File: src/rtl/sprite_motion_engine_pkg.sv
// sprite_motion_engine_pkg: shared game_state, frame, angle and motion_state codes
package sprite_motion_engine_pkg;
  localparam logic [3:0] GS_START   = 4'b0001;
  localparam logic [3:0] GS_IN_GAME = 4'b0010;
  localparam logic [3:0] GS_PAUSE   = 4'b0100;
  localparam logic [3:0] GS_END     = 4'b1000;
  localparam logic [1:0] FLAP_1 = 2'd0;
  localparam logic [1:0] FLAP_2 = 2'd1;
  localparam logic [1:0] FLAP_3 = 2'd2;
  localparam logic [1:0] HORZ   = 2'd0;
  localparam logic [1:0] POS_45 = 2'd1;
  localparam logic [1:0] NEG_45 = 2'd2;
  localparam logic [1:0] ST_FALL = 2'd0;
  localparam logic [1:0] ST_RISE = 2'd1;
  localparam logic [1:0] ST_APEX = 2'd2;
  localparam logic [1:0] ST_HALT = 2'd3;
  function automatic logic gs_runs(input logic [3:0] gs);
    return gs == GS_START || gs == GS_IN_GAME;
  endfunction
  function automatic logic gs_stops(input logic [3:0] gs);
    return gs == GS_PAUSE || gs == GS_END;
  endfunction
endpackage

File: src/rtl/sprite_motion_engine_motion_timer.sv
// motion_timer: loadable down-counter whose zero flag paces one pixel step
module motion_timer #(
  parameter int               CNT_W   = 20,
  parameter logic [CNT_W-1:0] RST_VAL = '0
) (
  input  logic             clk,
  input  logic             rst,
  input  logic             load,
  input  logic             en,
  input  logic [CNT_W-1:0] load_val,
  output logic             zero
);
  logic [CNT_W-1:0] cnt_q, cnt_d;
  // load wins over counting; a disabled counter holds its value
  always_comb cnt_d = load ? load_val : en ? cnt_q - 1'b1 : cnt_q;
  // elapsed counter register, active-low asynchronous reset
  always_ff @(posedge clk or negedge rst)
    if (!rst) cnt_q <= RST_VAL;
    else cnt_q <= cnt_d;
  assign zero = cnt_q == '0;
endmodule

File: src/rtl/sprite_motion_engine.sv
// sprite_motion_engine: gravity/flap vertical motion with clamping and pause; FLAP_RETRIGGER_EN lets a flap restart a rise
module sprite_motion_engine
  import sprite_motion_engine_pkg::*;
#(
  parameter int Y_W           = 10,
  parameter int CNT_W         = 20,
  parameter int SCREEN_H      = 480,
  parameter int SPRITE_H      = 24,
  parameter int START_Y       = 228,
  parameter int AUTO_FLAP_Y   = 250,
  parameter int TIME_START    = 25000,
  parameter int TIME_STEP     = 5000,
  parameter int TIME_MAX      = 475000,
  parameter int TIME_TERMINAL = 150000
) (
  input  logic           clk,
  input  logic           rst,
  input  logic           flap,
  input  logic [3:0]     game_state,
  output logic [Y_W-1:0] pos_y,
  output logic [1:0]     sprite_frame,
  output logic [1:0]     sprite_angle,
  output logic           floor_hit,
  output logic           ceil_hit,
  output logic [1:0]     motion_state
);
  localparam logic [Y_W-1:0]   FLOOR_Y  = Y_W'(SCREEN_H - SPRITE_H);
  localparam logic [Y_W-1:0]   RST_Y    = Y_W'(START_Y);
  localparam logic [Y_W-1:0]   AUTO_Y   = Y_W'(AUTO_FLAP_Y);
  localparam logic [CNT_W-1:0] T_START  = CNT_W'(TIME_START);
  localparam logic [CNT_W-1:0] T_STEP   = CNT_W'(TIME_STEP);
  localparam logic [CNT_W-1:0] T_MAX    = CNT_W'(TIME_MAX);
  localparam logic [CNT_W-1:0] T_TERM   = CNT_W'(TIME_TERMINAL);
  localparam logic [CNT_W-1:0] T_SLOW   = CNT_W'(TIME_TERMINAL + TIME_STEP);
  localparam logic [CNT_W-1:0] FRAME_TH = CNT_W'(3 * TIME_MAX / 5);
  localparam logic [CNT_W-1:0] ANGLE_TH = CNT_W'(4 * TIME_MAX / 5);
  logic [1:0]       state_q, state_d, saved_q, saved_d, frame_q, frame_d, angle_q, angle_d;
  logic [Y_W-1:0]   pos_q, pos_d;
  logic [CNT_W-1:0] period_q, period_d;
  logic             zero, load, en, halt_req, resume, trig, retrig;
  motion_timer #(.CNT_W(CNT_W), .RST_VAL(T_MAX)) u_timer (
    .clk(clk), .rst(rst), .load(load), .en(en), .load_val(period_d), .zero(zero)
  );
  // next-state: halt beats flap, flap beats the per-pixel step
  always_comb begin
    state_d  = state_q;
    saved_d  = saved_q;
    frame_d  = frame_q;
    angle_d  = angle_q;
    pos_d    = pos_q;
    period_d = period_q;
    load     = 1'b0;
    en       = 1'b0;
    halt_req = state_q != ST_HALT && gs_stops(game_state);
    resume   = state_q == ST_HALT && gs_runs(game_state);
`ifdef FLAP_RETRIGGER_EN
    retrig   = state_q == ST_RISE && flap;
`else
    retrig   = 1'b0;
`endif
    trig     = retrig || (state_q == ST_FALL &&
               (flap || (game_state == GS_START && pos_q > AUTO_Y && pos_q < FLOOR_Y)));
    if (halt_req) begin
      state_d = ST_HALT;
      saved_d = state_q;
    end else if (resume) begin
      state_d = saved_q;
    end else if (trig) begin
      state_d  = ST_RISE;
      period_d = T_START;
      load     = 1'b1;
      frame_d  = FLAP_3;
    end else if (state_q == ST_APEX) begin
      state_d  = ST_FALL;
      period_d = T_MAX;
      load     = 1'b1;
      frame_d  = FLAP_2;
      angle_d  = HORZ;
    end else if (state_q == ST_FALL) begin
      en = !zero;
      if (zero) begin
        pos_d    = pos_q < FLOOR_Y ? pos_q + 1'b1 : pos_q;
        period_d = period_q >= T_SLOW ? period_q - T_STEP : T_TERM;
        load     = 1'b1;
        frame_d  = period_d >= FRAME_TH ? FLAP_2 : FLAP_1;
        angle_d  = period_d >= ANGLE_TH ? HORZ : POS_45;
      end
    end else if (state_q == ST_RISE) begin
      en = !zero;
      if (zero && period_q <= T_MAX) begin
        pos_d    = pos_q != '0 ? pos_q - 1'b1 : pos_q;
        period_d = period_q + T_STEP;
        load     = 1'b1;
        frame_d  = period_d <= FRAME_TH ? FLAP_3 : FLAP_2;
        angle_d  = period_d <= ANGLE_TH ? NEG_45 : HORZ;
      end else if (zero) begin
        state_d = ST_APEX;
      end
    end
  end
  // motion registers, active-low asynchronous reset
  always_ff @(posedge clk or negedge rst)
    if (!rst) begin
      state_q  <= ST_FALL;
      saved_q  <= ST_FALL;
      frame_q  <= FLAP_1;
      angle_q  <= HORZ;
      pos_q    <= RST_Y;
      period_q <= T_MAX;
    end else begin
      state_q  <= state_d;
      saved_q  <= saved_d;
      frame_q  <= frame_d;
      angle_q  <= angle_d;
      pos_q    <= pos_d;
      period_q <= period_d;
    end
  assign pos_y        = pos_q;
  assign sprite_frame = frame_q;
  assign sprite_angle = angle_q;
  assign motion_state = state_q;
  assign floor_hit    = pos_q == FLOOR_Y;
  assign ceil_hit     = pos_q == '0;
endmodule
File: config.mk
export PLATFORM = sky130hd
export DESIGN_NAME = sprite_motion_engine
export DESIGN_NICKNAME = d
export VERILOG_FILES = /design/src/rtl/sprite_motion_engine_pkg.sv /design/src/rtl/sprite_motion_engine_motion_timer.sv /design/src/rtl/sprite_motion_engine.sv
export SDC_FILE = /design/constraint.sdc
export NUM_CORES = 1
export LEC_CHECK = 0
export ABC_AREA = 0
export BUFFER_PORTS_ARGS = -buffer_cell sky130_fd_sc_hd__clkbuf_2
export CORE_MARGIN = 3
export CORE_UTILIZATION = 55
export CTS_CLUSTER_SIZE = 16
export DETAILED_ROUTE_END_ITERATION = 16
export GPL_TIMING_DRIVEN = 0
export PLACE_DENSITY = 0.73
export SETUP_SLACK_MARGIN = 0.05
export SYNTH_ARGS = -nofsm -noshare
export SYNTH_HDL_FRONTEND = slang
export SYNTH_SLANG_ARGS = --single-unit
File: constraint.sdc
create_clock -name clk -period 4.14 [get_ports clk]
set_clock_uncertainty 0.05 [all_clocks]
set_input_delay 0.207 -clock clk [delete_from_list [all_inputs] [get_ports clk]]
set_output_delay 0.207 -clock clk [all_outputs]
set_load 0.05 [all_outputs]
==> impl_results.html, run 1 <==
<table>
<tr><th>Metric</th><th>Value</th></tr>
<tr><th colspan="2">Status</th></tr>
<tr><td>Status</td><td>finished, final reports clean</td></tr>
<tr><th colspan="2">Drt</th></tr>
<tr><td>Number of nets with antenna violations after routing</td><td>0</td></tr>
<tr><td>First DRT Iteration DRCs</td><td>700</td></tr>
<tr><td>Via count normalized by instance count</td><td>6.58</td></tr>
<tr><td>Routed vias</td><td>5437</td></tr>
<tr><td>DRT Wirelength</td><td>16600 µm</td></tr>
<tr><td>Routed wirelength normalized by instance count</td><td>20.0 µm</td></tr>
<tr><td>First-pass iteration count of the detailed router</td><td>6</td></tr>
<tr><td>DRC violation count after routing</td><td>0</td></tr>
<tr><th colspan="2">Final layout</th></tr>
<tr><td>Number of diodes</td><td>0</td></tr>
<tr><td>Ratio of cells with drive above 1 in the final layout</td><td>17.1%</td></tr>
<tr><td>Area growth syn-to-layout</td><td>10.2%</td></tr>
<tr><td>Fin nets</td><td>715</td></tr>
<tr><td>Leading cell type in the layout, fill and taps excluded</td><td>nand2_1</td></tr>
<tr><td>Leading cell types in the layout, fill and taps excluded</td><td>nand2_1 (80), nor2_1 (58), o21ai_0 (48), a21oi_1 (33), dfstp_2 (30)</td></tr>
<tr><td>Post-route cell area</td><td>approximately 5800 µm²</td></tr>
<tr><th colspan="2">Setup path</th></tr>
<tr><td>RR Endpoint</td><td>sprite_frame[0]$_DFFE_PN0P_</td></tr>
<tr><td>Last element of the critical path</td><td>sprite_frame[0]$_DFFE_PN0P_</td></tr>
<tr><td>Top fanout value on the critical path</td><td>10</td></tr>
<tr><td>Sort of element at the end of the critical path</td><td>flip-flop</td></tr>
<tr><td>Class of the most critical setup path</td><td>flip-flop to flip-flop</td></tr>
<tr><td>Minimum setup slack among reg-to-reg paths</td><td>approximately 0.16 ns</td></tr>
<tr><td>Startpoint Class</td><td>flip-flop</td></tr>
<tr><td>Master of the slowest instance on the critical path</td><td>o41ai_1</td></tr>
<tr><td>Required time reported for the critical path endpoint</td><td>approximately 4.3 ns</td></tr>
<tr><td>Cell depth of the worst setup path</td><td>11</td></tr>
<tr><td>Logic depth of the worst register-to-register path</td><td>11</td></tr>
<tr><td>CP Cell Sequence</td><td>clkbuf_1, inv_1, ha_1, nor3b_1, o311ai_0, nor3_1, xor2_1, nand2b_1, o41ai_1, and3_1, o21ai_1</td></tr>
<tr><td>CP Data Arrival Time</td><td>roughly 4.2 ns</td></tr>
<tr><td>Peak per-stage delay on the critical path</td><td>~0.67 ns</td></tr>
<tr><td>Crit. Startpoint</td><td>period_q[4]$_DFF_PN1_</td></tr>
<tr><td>Launching point of the worst reg2reg path</td><td>period_q[4]$_DFF_PN1_</td></tr>
<tr><td>Worst path top cell family by delay</td><td>compound AO/OA/AOI/OAI gates</td></tr>
<tr><td>Bufs and invs on worst path</td><td>2</td></tr>
<tr><th colspan="2">Synth</th></tr>
<tr><td>Number of flops mapped to enable cells by yosys</td><td>0</td></tr>
<tr><td>Synthesized-area fraction occupied by ao, oa, aoi and oai cells</td><td>25.7%</td></tr>
<tr><td>Register bit total from synthesis</td><td>58</td></tr>
<tr><td>Leading cell types by total area after synthesis</td><td>dfstp_2 (15%), dfrtp_1 (13%), nand2_1 (5.7%)</td></tr>
<tr><td>Synthesized Nets</td><td>677</td></tr>
<tr><td>Top cell type by total area after synthesis</td><td>dfstp_2</td></tr>
<tr><td>Distinct cells, synth</td><td>88</td></tr>
<tr><td>Synth Flop Type</td><td>dfstp_2</td></tr>
<tr><td>Post-synth ARST share</td><td>100%</td></tr>
<tr><td>XOR/XNOR share of the synthesized area</td><td>7.19%</td></tr>
<tr><td>Synthesized-area fraction occupied by and/or/nand/nor cells</td><td>28.5%</td></tr>
<tr><td>Sequential-to-total area share from yosys stat</td><td>28.4%</td></tr>
<tr><td>Synthesized cell area</td><td>5240 µm²</td></tr>
<tr><td>Synthesized instance count</td><td>between 600 and 700</td></tr>
<tr><td>Area share of the largest cell type after synthesis</td><td>15.1%</td></tr>
<tr><td>Dominant combinational cell family by area after synthesis</td><td>simple AND/OR/NAND/NOR gates</td></tr>
<tr><td>Share of synthesized cell area in full adder, half adder and majority cells</td><td>3.25%</td></tr>
<tr><td>Multiplexer share of the synthesized area</td><td>2.10%</td></tr>
<tr><td>Yosys warnings</td><td>0</td></tr>
<tr><td>Post-Synthesis Mean Instance Area</td><td>approximately 8.0 µm²</td></tr>
<tr><th colspan="2">Global routing</th></tr>
<tr><td>Overall track demand over capacity in global routing</td><td>30.3%</td></tr>
<tr><td>Maximum number of pins on one net before global-route repair</td><td>59</td></tr>
<tr><td>GRT overflow</td><td>0</td></tr>
<tr><td>Number of global-route vias before repair</td><td>around 5000</td></tr>
<tr><td>Antenna violations before repair</td><td>0</td></tr>
<tr><td>Global-route wire length before repair</td><td>26400 µm</td></tr>
<tr><th colspan="2">Die</th></tr>
<tr><td>Die Footprint</td><td>10700 µm²</td></tr>
<tr><td>Top-Level Pins</td><td>25</td></tr>
<tr><td>Placement row count</td><td>34</td></tr>
<tr><td>Die Y</td><td>104 µm</td></tr>
<tr><td>Initial Utilization</td><td>58.3%</td></tr>
<tr><td>Area of the core</td><td>8980 µm²</td></tr>
<tr><td>Overall die width</td><td>104 µm</td></tr>
<tr><th colspan="2">Power</th></tr>
<tr><td>Total power draw</td><td>3.97 mW</td></tr>
<tr><td>Power density of the placed cells</td><td>689 nW/µm²</td></tr>
<tr><td>Peak supply drop</td><td>0.337 mV</td></tr>
<tr><td>Leakage component of the power</td><td>2.37 nW</td></tr>
<tr><th colspan="2">Clock tree</th></tr>
<tr><td>H-tree depth</td><td>3</td></tr>
<tr><td>Clock transition at the register clock pins on the worst setup and hold paths after CTS</td><td>0.07 ns</td></tr>
<tr><td>Number of sinks on the clock net</td><td>58</td></tr>
<tr><td>Clock latency of the later-clocked register in the worst-skew pair</td><td>around 0.35 ns</td></tr>
<tr><td>CTS tree</td><td>built</td></tr>
<tr><td>TritonCTS Buffers</td><td>9</td></tr>
<tr><td>Number of buffers on the longest clock path</td><td>2</td></tr>
<tr><td>Root Driver</td><td>clkbuf_8</td></tr>
<tr><th colspan="2">Timing</th></tr>
<tr><td>Crit path time final</td><td>just under 4 ns</td></tr>
<tr><td># setup viols final</td><td>0</td></tr>
<tr><td>Slew @ Worst Pin</td><td>1.17 ns</td></tr>
<tr><td>Total count of max-transition violations in the final report</td><td>0</td></tr>
<tr><td>Highest achievable clock rate</td><td>0.251 GHz</td></tr>
<tr><td>Count of final hold-check violations</td><td>0</td></tr>
<tr><td>Slew HR</td><td>between 20% and 30%</td></tr>
<tr><td>RSZ-0062 raised after global routing</td><td>no</td></tr>
<tr><td>Ratio of final minimum period to clock period</td><td>between 90% and 100%</td></tr>
<tr><td>Post-Route Setup TNS</td><td>0 ns</td></tr>
<tr><th colspan="2">Worst hold path</th></tr>
<tr><td>Min-delay worst type</td><td>input port to flip-flop</td></tr>
<tr><th colspan="2">Place</th></tr>
<tr><td>Final weighted congestion in routability-driven placement</td><td>between 1 and 1.5</td></tr>
<tr><td>Post-detail-place hpwl</td><td>roughly 12000 µm</td></tr>
<tr><td>Cell Area, Placed</td><td>5500 µm²</td></tr>
<tr><td># port buffers</td><td>21</td></tr>
<tr><th colspan="2">Flow run</th></tr>
<tr><td>Max-cap violation count</td><td>0</td></tr>
</table>
[worst min-delay path: cells and delay by family]
kind	cells	cell delay, ns
buffers and inverters	1	0.15
AND/OR/NAND/NOR	2	0.16
AO/OA/AOI/OAI	1	0.10
[how the worst min path moves through the flow]
| stage | slack [ns] | start | cells after the start | end |
|---|---|---|---|---|
| detailed placement | 0.32 | rst | 1 | u_timer.cnt_q[1]$_DFFE_PN0P_ |
| global placement | 0.41 | saved_q[0]$_DFFE_PN0P_ | 2 | saved_q[0]$_DFFE_PN0P_ |
| CTS | 0.28 | game_state[2] | 4 | motion_state[0]$_DFFE_PN0P_ |
| floorplan | -0.14 | rst | 0 | motion_state[0]$_DFFE_PN0P_ |
| finish | 0.28 | game_state[2] | 4 | motion_state[0]$_DFFE_PN0P_ |
| global route | 0.33 | game_state[2] | 4 | motion_state[0]$_DFFE_PN0P_ |
[cells by family after synthesis]
| group | after synthesis |
|---|---|
| buffers and inverters | 58 |
| AO/OA/AOI/OAI | 195 |
| adder cells (fa/ha/maj) | 13 |
| XOR/XNOR | 43 |
| multiplexers | 10 |
| flip-flops | 58 |
| AND/OR/NAND/NOR | 280 |
[timing repair]
action | 4_1_cts | 5_1_grt
hold buffers | 1 | 0
resized for setup | 0 | 1
endpoints found under the setup margin | 0 | 1
buffers inserted | 0 | 5
hold endpoints to repair | 28 | 0
[cell type report]
type / count / area (µm²)
plain buffers: 45 / 205
clock buffers: 15 / 186
clock inverters: 1 / 30.0
fillers: 793 / 3210
inverters: 13 / 52.6
multi-input cells: 541 / 3490
flip-flops and latches: 58 / 1490
well taps: 126 / 158
repair buffers: 27 / 155
[per-layer routing]
layer | routed length [µm] | global-route usage [%] | vias to the layer above
met3 | 1540 | 4.85 | 39
met5 | 0 | 0 | -
met1 | 7040 | 42.5 | 2585
li1 | - | - | 2506
met2 | 7480 | 47.3 | 307
met4 | 485 | 11.2 | 0
[synth_stat cells, types with 12 or more instances]
cell type and n:
clkbuf_1 27, nand3_1 17, inv_1 12, nand2_1 80
nor4_1 15, dfstp_2 30, xnor2_1 17, a21o_1 12
o21ai_0 48, xor2_1 26, a21oi_1 33, nor2_1 58
dfrtp_1 28, ha_1 12, nor3_1 24
[flip-flops by register name, summed over array words and instances, names as in the netlist]
signal         cells
period_q          20
u_timer.cnt_q     20
pos_y             10
motion_state       2
saved_q            2
sprite_angle       2
sprite_frame       2
[stage by stage]
stage / utilization (%) / setup WS [ns] / hold WS [ns] / std cells
floorplan: - / 0.641 / -0.139 / 657
CTS: 63.8 / 0.182 / 0.284 / 821
finish: 64.3 / 0.161 / 0.278 / 826
global route: 64.3 / 0.0629 / 0.331 / 826
detailed placement: 61.3 / 0.191 / 0.324 / 804
global placement: 61.2 / 0.249 / 0.414 / 804
[power by group]
part           leakage, nW  internal (mW)  switching, mW
sequential           0.678          0.814          0.147
combinational         1.58          0.807           1.62
clock                0.110          0.345          0.238
Power figures use the tool's default switching activity.
==> run 2: changes to the inputs <==
--- a/config.mk
+++ b/config.mk
@@ -8,11 +8,10 @@
 export ABC_AREA = 0
 export BUFFER_PORTS_ARGS = -buffer_cell sky130_fd_sc_hd__clkbuf_2
 export CORE_MARGIN = 3
-export CORE_UTILIZATION = 55
+export CORE_UTILIZATION = 35
 export CTS_CLUSTER_SIZE = 16
 export DETAILED_ROUTE_END_ITERATION = 16
 export GPL_TIMING_DRIVEN = 0
-export PLACE_DENSITY = 0.73
 export SETUP_SLACK_MARGIN = 0.05
 export SYNTH_ARGS = -nofsm -noshare
 export SYNTH_HDL_FRONTEND = slang
==> impl_results.html, run 2 (synthesis gave the netlist of run 1 again) <==
<table>
<tr><th>Metric</th><th>Value</th></tr>
<tr><th colspan="2">Status</th></tr>
<tr><td>Status</td><td>finished, final reports clean</td></tr>
<tr><th colspan="2">Flow run</th></tr>
<tr><td>Max-cap violation count</td><td>0</td></tr>
<tr><th colspan="2">Timing</th></tr>
<tr><td>Worst path setup slack after routing</td><td>0.193 ns</td></tr>
<tr><td>Slew @ Worst Pin</td><td>1.10 ns</td></tr>
<tr><td>Post-Route Setup TNS</td><td>0 ns</td></tr>
<tr><td>RSZ-0062 raised after global routing</td><td>no</td></tr>
<tr><td>Highest achievable clock rate</td><td>between 0.2 and 0.3 GHz</td></tr>
<tr><td>Crit path time final</td><td>3.95 ns</td></tr>
<tr><td>Count of final hold-check violations</td><td>0</td></tr>
<tr><td>Total count of max-transition violations in the final report</td><td>0</td></tr>
<tr><td>Ratio of final minimum period to clock period</td><td>95.3%</td></tr>
<tr><td>Slew HR</td><td>a little over a quarter</td></tr>
<tr><td># setup viols final</td><td>0</td></tr>
<tr><th colspan="2">Place</th></tr>
<tr><td>Cell Area, Placed</td><td>5570 µm²</td></tr>
<tr><td>Post-place setup slack</td><td>0.112 ns</td></tr>
<tr><td>Final weighted congestion in routability-driven placement</td><td>0.941</td></tr>
<tr><td># port buffers</td><td>21</td></tr>
<tr><td>Post-detail-place hpwl</td><td>12800 µm</td></tr>
<tr><td>Placed cells</td><td>~860</td></tr>
<tr><th colspan="2">Clock tree</th></tr>
<tr><td>Root Driver</td><td>clkbuf_16</td></tr>
<tr><td>H-tree depth</td><td>3</td></tr>
<tr><td>Clock latency of the later-clocked register in the worst-skew pair</td><td>0.33 ns</td></tr>
<tr><td>TritonCTS Buffers</td><td>9</td></tr>
<tr><td>Number of sinks on the clock net</td><td>58</td></tr>
<tr><td>CTS tree</td><td>built</td></tr>
<tr><td>Number of buffers on the longest clock path</td><td>2</td></tr>
<tr><td>Clock transition at the register clock pins on the worst setup and hold paths after CTS</td><td>0.05 ns</td></tr>
<tr><th colspan="2">Die</th></tr>
<tr><td>Initial Utilization</td><td>between 30 and 40%</td></tr>
<tr><td>Die Footprint</td><td>16500 µm²</td></tr>
<tr><td>Overall die width</td><td>about 130 µm</td></tr>
<tr><td>Area of the core</td><td>14600 µm²</td></tr>
<tr><td>Placement row count</td><td>44</td></tr>
<tr><td>Top-Level Pins</td><td>25</td></tr>
<tr><td>Die Y</td><td>128 µm</td></tr>
<tr><th colspan="2">Drt</th></tr>
<tr><td>Routed wirelength normalized by instance count</td><td>19.5 µm</td></tr>
<tr><td>DRT Wirelength</td><td>17200 µm</td></tr>
<tr><td>Routed vias</td><td>5384</td></tr>
<tr><td>Number of nets with antenna violations after routing</td><td>0</td></tr>
<tr><td>DRC violation count after routing</td><td>0</td></tr>
<tr><td>Via count normalized by instance count</td><td>6.10</td></tr>
<tr><td>First-pass iteration count of the detailed router</td><td>6</td></tr>
<tr><td>First DRT Iteration DRCs</td><td>587</td></tr>
<tr><th colspan="2">Final layout</th></tr>
<tr><td>Leading cell types in the layout, fill and taps excluded</td><td>nand2_1 (80), nor2_1 (58), o21ai_0 (48), a21oi_1 (33), dfstp_2 (30)</td></tr>
<tr><td>Ratio of cells with drive above 1 in the final layout</td><td>17.3%</td></tr>
<tr><td>Utilization after layout</td><td>40.6%</td></tr>
<tr><td>Area growth syn-to-layout</td><td>13.2%</td></tr>
<tr><td>Post-route cell area</td><td>5930 µm²</td></tr>
<tr><td>Number of diodes</td><td>0</td></tr>
<tr><td>Fin nets</td><td>714</td></tr>
<tr><td>Final std cells w/o fill</td><td>between 800 and 900</td></tr>
<tr><td>Leading cell type in the layout, fill and taps excluded</td><td>nand2_1</td></tr>
<tr><td>Count of filler cells inserted in the layout</td><td>1479</td></tr>
<tr><th colspan="2">Global routing</th></tr>
<tr><td>Number of global-route vias before repair</td><td>just over 5000</td></tr>
<tr><td>Overall track demand over capacity in global routing</td><td>between 20% and 30%</td></tr>
<tr><td>Maximum number of pins on one net before global-route repair</td><td>59</td></tr>
<tr><td>Global-route wire length before repair</td><td>27600 µm</td></tr>
<tr><td>GRT overflow</td><td>0</td></tr>
<tr><td>Antenna violations before repair</td><td>0</td></tr>
<tr><th colspan="2">Setup path</th></tr>
<tr><td>Top fanout value on the critical path</td><td>10</td></tr>
<tr><td>Class of the most critical setup path</td><td>flip-flop to flip-flop</td></tr>
<tr><td>Startpoint Class</td><td>flip-flop</td></tr>
<tr><td>CP Data Arrival Time</td><td>4.11 ns</td></tr>
<tr><td>Required time reported for the critical path endpoint</td><td>4.30 ns</td></tr>
<tr><td>Sort of element at the end of the critical path</td><td>flip-flop</td></tr>
<tr><th colspan="2">Power</th></tr>
<tr><td>Peak supply drop</td><td>0.219 mV</td></tr>
<tr><td>Power density of the placed cells</td><td>~700 nW/µm²</td></tr>
<tr><td>Leakage component of the power</td><td>about 2.4 nW</td></tr>
<tr><th colspan="2">Worst hold path</th></tr>
<tr><td>Min-delay worst type</td><td>input port to flip-flop</td></tr>
</table>
run 2: cell count changes in the layout (fill, tap and decap cells not counted), sizes merged:
cell / previous run / this run
clkinv: 0 / 2
clkinvlp: 1 / 2
clkbuf: 64 / 60
buf: 22 / 21
run 2: final cells by class:
class	count	area [µm²]	area share (%)
buffer	45	205	3.46
clock buffer	11	253	4.27
clock inverter	4	51.3	0.866
inverter	13	52.6	0.887
multi-input combinational	541	3500	59.0
sequential	58	1490	25.1
tap	184	230	3.89
timing repair buffer	26	148	2.49
run 2: stage by stage:
| stage | hold slack (ns) | power, mW |
|---|---|---|
| after floorplan | -0.139 | 2.63 |
| after global placement | 0.428 | 3.27 |
| after detailed placement | 0.341 | 3.30 |
| after CTS | 0.296 | 4.08 |
| after global routing | 0.351 | 4.43 |
| final | 0.322 | 4.15 |
run 2: critical path, cell delays in order (launching register included):
cell and delay [ns]:
dfstp_2 0.55, clkbuf_1 0.41, inv_1 0.19, ha_1 0.30
or3b_1 0.19, clkbuf_1 0.34, a21o_1 0.29, o21ai_1 0.09
xnor2_1 0.23, nor4b_1 0.20, o41ai_1 0.63, and3_1 0.28
o21ai_1 0.07
run 2: path summary, 6_finish.rpt:
check | startpoint | endpoint | slack (ns) | cells past startpoint
max | period_q[4]$_DFF_PN1_ | sprite_frame[0]$_DFFE_PN0P_ | 0.19 | 12
min | game_state[2] | motion_state[0]$_DFFE_PN0P_ | 0.32 | 4
max reg2reg | period_q[4]$_DFF_PN1_ | sprite_frame[0]$_DFFE_PN0P_ | 0.19 | 12
min reg2reg | saved_q[0]$_DFFE_PN0P_ | saved_q[0]$_DFFE_PN0P_ | 0.45 | 2
max in group asynchronous | rst | sprite_frame[0]$_DFFE_PN0P_ | 3.02 | 2
min in group asynchronous | rst | u_timer.cnt_q[7]$_DFFE_PN0P_ | 0.50 | 2
run 2: where the power goes:
part | internal [mW] | total, mW | switching [mW] | leakage (nW)
clock | 0.494 | 0.756 | 0.262 | 0.148
sequential | 0.815 | 0.962 | 0.146 | 0.678
combinational | 0.802 | 2.43 | 1.63 | 1.58
total | 2.11 | 4.15 | 2.04 | 2.40
run 2: timing repair:
item,CTS,global route
hold endpoints to repair,28,0
hold buffers,1,0
setup buffers,0,4
gates resized for setup,0,3
setup endpoints to repair,0,2
run 2: per-layer routing:
metal | track usage, % | vias to the layer above | routed length (µm)
li1 | - | 2498 | -
met2 | 32.8 | 225 | 7970
met3 | 3.75 | 39 | 1110
met5 | 0 | - | 0
met1 | 29.5 | 2622 | 7660
met4 | 7.49 | 0 | 437
==> run 3: changes to the inputs <==
--- a/config.mk
+++ b/config.mk
@@ -7,7 +7,7 @@
 export LEC_CHECK = 0
 export ABC_AREA = 0
 export BUFFER_PORTS_ARGS = -buffer_cell sky130_fd_sc_hd__clkbuf_2
-export CORE_MARGIN = 3
+export CORE_MARGIN = 2
 export CORE_UTILIZATION = 35
 export CTS_CLUSTER_SIZE = 16
 export DETAILED_ROUTE_END_ITERATION = 16
==> impl_results.html, run 3 (synthesis gave the netlist of run 1 again) <==
<table>
<tr><th>Metric</th><th>Value</th></tr>
<tr><th colspan="2">Status</th></tr>
<tr><td>Status</td><td>finished, final reports clean</td></tr>
<tr><th colspan="2">Global routing</th></tr>
<tr><td>Maximum number of pins on one net before global-route repair</td><td>59</td></tr>
<tr><td>Number of global-route vias before repair</td><td>5193</td></tr>
<tr><td>Antenna violations before repair</td><td>0</td></tr>
<tr><td>GRT overflow</td><td>0</td></tr>
<tr><td>Overall track demand over capacity in global routing</td><td>between 20% and 30%</td></tr>
<tr><td>Global-route wire length before repair</td><td>27400 µm</td></tr>
<tr><th colspan="2">Final layout</th></tr>
<tr><td>Leading cell type in the layout, fill and taps excluded</td><td>nand2_1</td></tr>
<tr><td>Leading cell types in the layout, fill and taps excluded</td><td>nand2_1 (80), nor2_1 (58), o21ai_0 (48), a21oi_1 (33), dfstp_2 (30)</td></tr>
<tr><td>Count of filler cells inserted in the layout</td><td>1475</td></tr>
<tr><td>Area growth syn-to-layout</td><td>12.3%</td></tr>
<tr><td>Area of all sequential standard cells</td><td>1490 µm²</td></tr>
<tr><td>Fin nets</td><td>710</td></tr>
<tr><td>Total area of multi-input combinational cells</td><td>3490 µm²</td></tr>
<tr><td>Number of diodes</td><td>0</td></tr>
<tr><td>Ratio of cells with drive above 1 in the final layout</td><td>16.5%</td></tr>
<tr><th colspan="2">Setup path</th></tr>
<tr><td>Sort of element at the end of the critical path</td><td>flip-flop</td></tr>
<tr><td>Launching point of the worst reg2reg path</td><td>period_q[3]$_DFF_PN1_</td></tr>
<tr><td>Class of the most critical setup path</td><td>flip-flop to flip-flop</td></tr>
<tr><td>CP Cell Sequence</td><td>clkbuf_1, inv_1, ha_1, nor3b_1, o311ai_0, nor3_1, xor2_1, nand2b_1, o41ai_1, and3_1, o21ai_1</td></tr>
<tr><td>Top fanout value on the critical path</td><td>10</td></tr>
<tr><td>Crit. Startpoint</td><td>period_q[3]$_DFF_PN1_</td></tr>
<tr><td>Master of the slowest instance on the critical path</td><td>o311ai_0</td></tr>
<tr><td>Peak per-stage delay on the critical path</td><td>0.66 ns</td></tr>
<tr><td>Minimum setup slack among reg-to-reg paths</td><td>approximately 0.22 ns</td></tr>
<tr><td>CP Data Arrival Time</td><td>4.09 ns</td></tr>
<tr><td>Required time reported for the critical path endpoint</td><td>4.30 ns</td></tr>
<tr><td>Startpoint Class</td><td>flip-flop</td></tr>
<tr><th colspan="2">Clock tree</th></tr>
<tr><td>Root Driver</td><td>clkbuf_16</td></tr>
<tr><td>Number of buffers on the longest clock path</td><td>2</td></tr>
<tr><td>H-tree depth</td><td>3</td></tr>
<tr><td>TritonCTS Buffers</td><td>9</td></tr>
<tr><td>Clock latency of the later-clocked register in the worst-skew pair</td><td>0.34 ns</td></tr>
<tr><td>Number of sinks on the clock net</td><td>58</td></tr>
<tr><td>CTS tree</td><td>built</td></tr>
<tr><td>Count of buffers added by post-CTS timing repair for setup</td><td>0</td></tr>
<tr><td>Clock transition at the register clock pins on the worst setup and hold paths after CTS</td><td>0.06 ns</td></tr>
<tr><th colspan="2">Place</th></tr>
<tr><td>Final weighted congestion in routability-driven placement</td><td>between 0.9 and 1</td></tr>
<tr><td>Post-detail-place hpwl</td><td>12900 µm</td></tr>
<tr><td># port buffers</td><td>21</td></tr>
<tr><th colspan="2">Die</th></tr>
<tr><td>Initial Utilization</td><td>35.9%</td></tr>
<tr><td>Overall die width</td><td>126 µm</td></tr>
<tr><td>Placement row count</td><td>44</td></tr>
<tr><td>Die Y</td><td>126 µm</td></tr>
<tr><td>Die Footprint</td><td>16000 µm²</td></tr>
<tr><td>Area of the core</td><td>~15000 µm²</td></tr>
<tr><td>Top-Level Pins</td><td>25</td></tr>
<tr><th colspan="2">Worst hold path</th></tr>
<tr><td>Min-delay worst type</td><td>input port to flip-flop</td></tr>
<tr><td>Min-delay src</td><td>flap</td></tr>
<tr><th colspan="2">Timing</th></tr>
<tr><td>Ratio of final minimum period to clock period</td><td>94.7%</td></tr>
<tr><td>Slew HR</td><td>22.9%</td></tr>
<tr><td>Highest achievable clock rate</td><td>0.255 GHz</td></tr>
<tr><td>RSZ-0062 raised after global routing</td><td>no</td></tr>
<tr><td>Crit path time final</td><td>3.92 ns</td></tr>
<tr><td>Post-Route Setup TNS</td><td>0 ns</td></tr>
<tr><td># setup viols final</td><td>0</td></tr>
<tr><td>Count of final hold-check violations</td><td>0</td></tr>
<tr><td>Total count of max-transition violations in the final report</td><td>0</td></tr>
<tr><td>Slew @ Worst Pin</td><td>~1.1 ns</td></tr>
<tr><th colspan="2">Drt</th></tr>
<tr><td>M1 WL</td><td>7550 µm</td></tr>
<tr><td>Routed wirelength normalized by instance count</td><td>19.7 µm</td></tr>
<tr><td>Routed vias</td><td>5414</td></tr>
<tr><td>Number of nets with antenna violations after routing</td><td>0</td></tr>
<tr><td>DRT Wirelength</td><td>17200 µm</td></tr>
<tr><td>Top metal layer carrying routed signals</td><td>met4</td></tr>
<tr><td>DRC violation count after routing</td><td>0</td></tr>
<tr><td>Met2 WL post-DR</td><td>7990 µm</td></tr>
<tr><td>WL met3</td><td>1240 µm</td></tr>
<tr><td>First-pass iteration count of the detailed router</td><td>5</td></tr>
<tr><td>First DRT Iteration DRCs</td><td>547</td></tr>
<tr><td>Via count normalized by instance count</td><td>around 6.2</td></tr>
<tr><th colspan="2">Flow run</th></tr>
<tr><td>Max-cap violation count</td><td>0</td></tr>
<tr><th colspan="2">Power</th></tr>
<tr><td>Total power draw</td><td>4.11 mW</td></tr>
<tr><td>Power density of the placed cells</td><td>699 nW/µm²</td></tr>
<tr><td>Leakage component of the power</td><td>between 2 and 2.5 nW</td></tr>
<tr><td>Peak supply drop</td><td>0.201 mV</td></tr>
</table>
==> run 3: cell types whose count changed in the layout (fill, tap and decap cells not counted), sizes merged <==
cell / change
clkbuf: +1
clkinv: -1
clkinvlp: -1
buf: -4
==> run 3: cell type report <==
| cell class | instances | area share (%) |
|---|---|---|
| buffer | 45 | 3.49 |
| clock buffer | 12 | 4.36 |
| clock inverter | 2 | 0.639 |
| inverter | 13 | 0.851 |
| multi-input combinational | 541 | 59.4 |
| sequential | 58 | 25.3 |
| tap | 184 | 3.92 |
| timing repair buffer | 22 | 2.00 |
==> run 3: what timing repair did <==
item	CTS	global route
hold endpoints to repair	14	0
gates resized for setup	1	0
endpoints found under the setup margin	1	0
hold buffers	1	0
==> run 3: final timing paths <==
path,cells past startpoint,endpoint
worst max-delay path,11,sprite_frame[0]$_DFFE_PN0P_
worst min-delay path,4,motion_state[0]$_DFFE_PN0P_
worst max register to register,11,sprite_frame[0]$_DFFE_PN0P_
worst min register to register,2,u_timer.cnt_q[6]$_DFFE_PN1P_
max in group asynchronous,2,motion_state[0]$_DFFE_PN0P_
min in group asynchronous,2,u_timer.cnt_q[1]$_DFFE_PN0P_
==> run 3: stage by stage <==
stage | utilization [%] | instances | hold slack, ns | cell area [µm²] | setup slack (ns)
floorplan | - | 657 | -0.139 | 5240 | 0.641
global placement | 38.2 | 862 | 0.427 | 5570 | 0.179
detailed placement | 38.2 | 862 | 0.348 | 5570 | 0.0471
CTS | 40.3 | 877 | 0.309 | 5880 | 0.338
global route | 40.3 | 877 | 0.370 | 5880 | 0.150
finish | 40.3 | 877 | 0.337 | 5880 | 0.219
==> run 3: critical path, delay by kind of cell, from the launching register on <==
kind                       cells  cell delay, ns
AOI/OAI and AO/OA              3            1.23
xor gates and xnor gates       1            0.20
adders and majority gates      1            0.28
buffers and inverters          2            0.54
DFF                            1            0.59
and+or+nand+nor                4            0.90
==> run 3: where the power goes <==
group / switching, mW / internal (mW) / total [mW]
clock: 0.266 / 0.492 / 0.757
combinational: 1.62 / 0.773 / 2.39
sequential: 0.144 / 0.816 / 0.960
total: 2.03 / 2.08 / 4.11
==> run 3: per-layer routing <==
layer | GRT usage [%] | vias to the layer above
met5 | 0 | -
met4 | 9.63 | 0
met3 | 2.61 | 34
met2 | 34.6 | 268
met1 | 29.4 | 2620
li1 | - | 2492
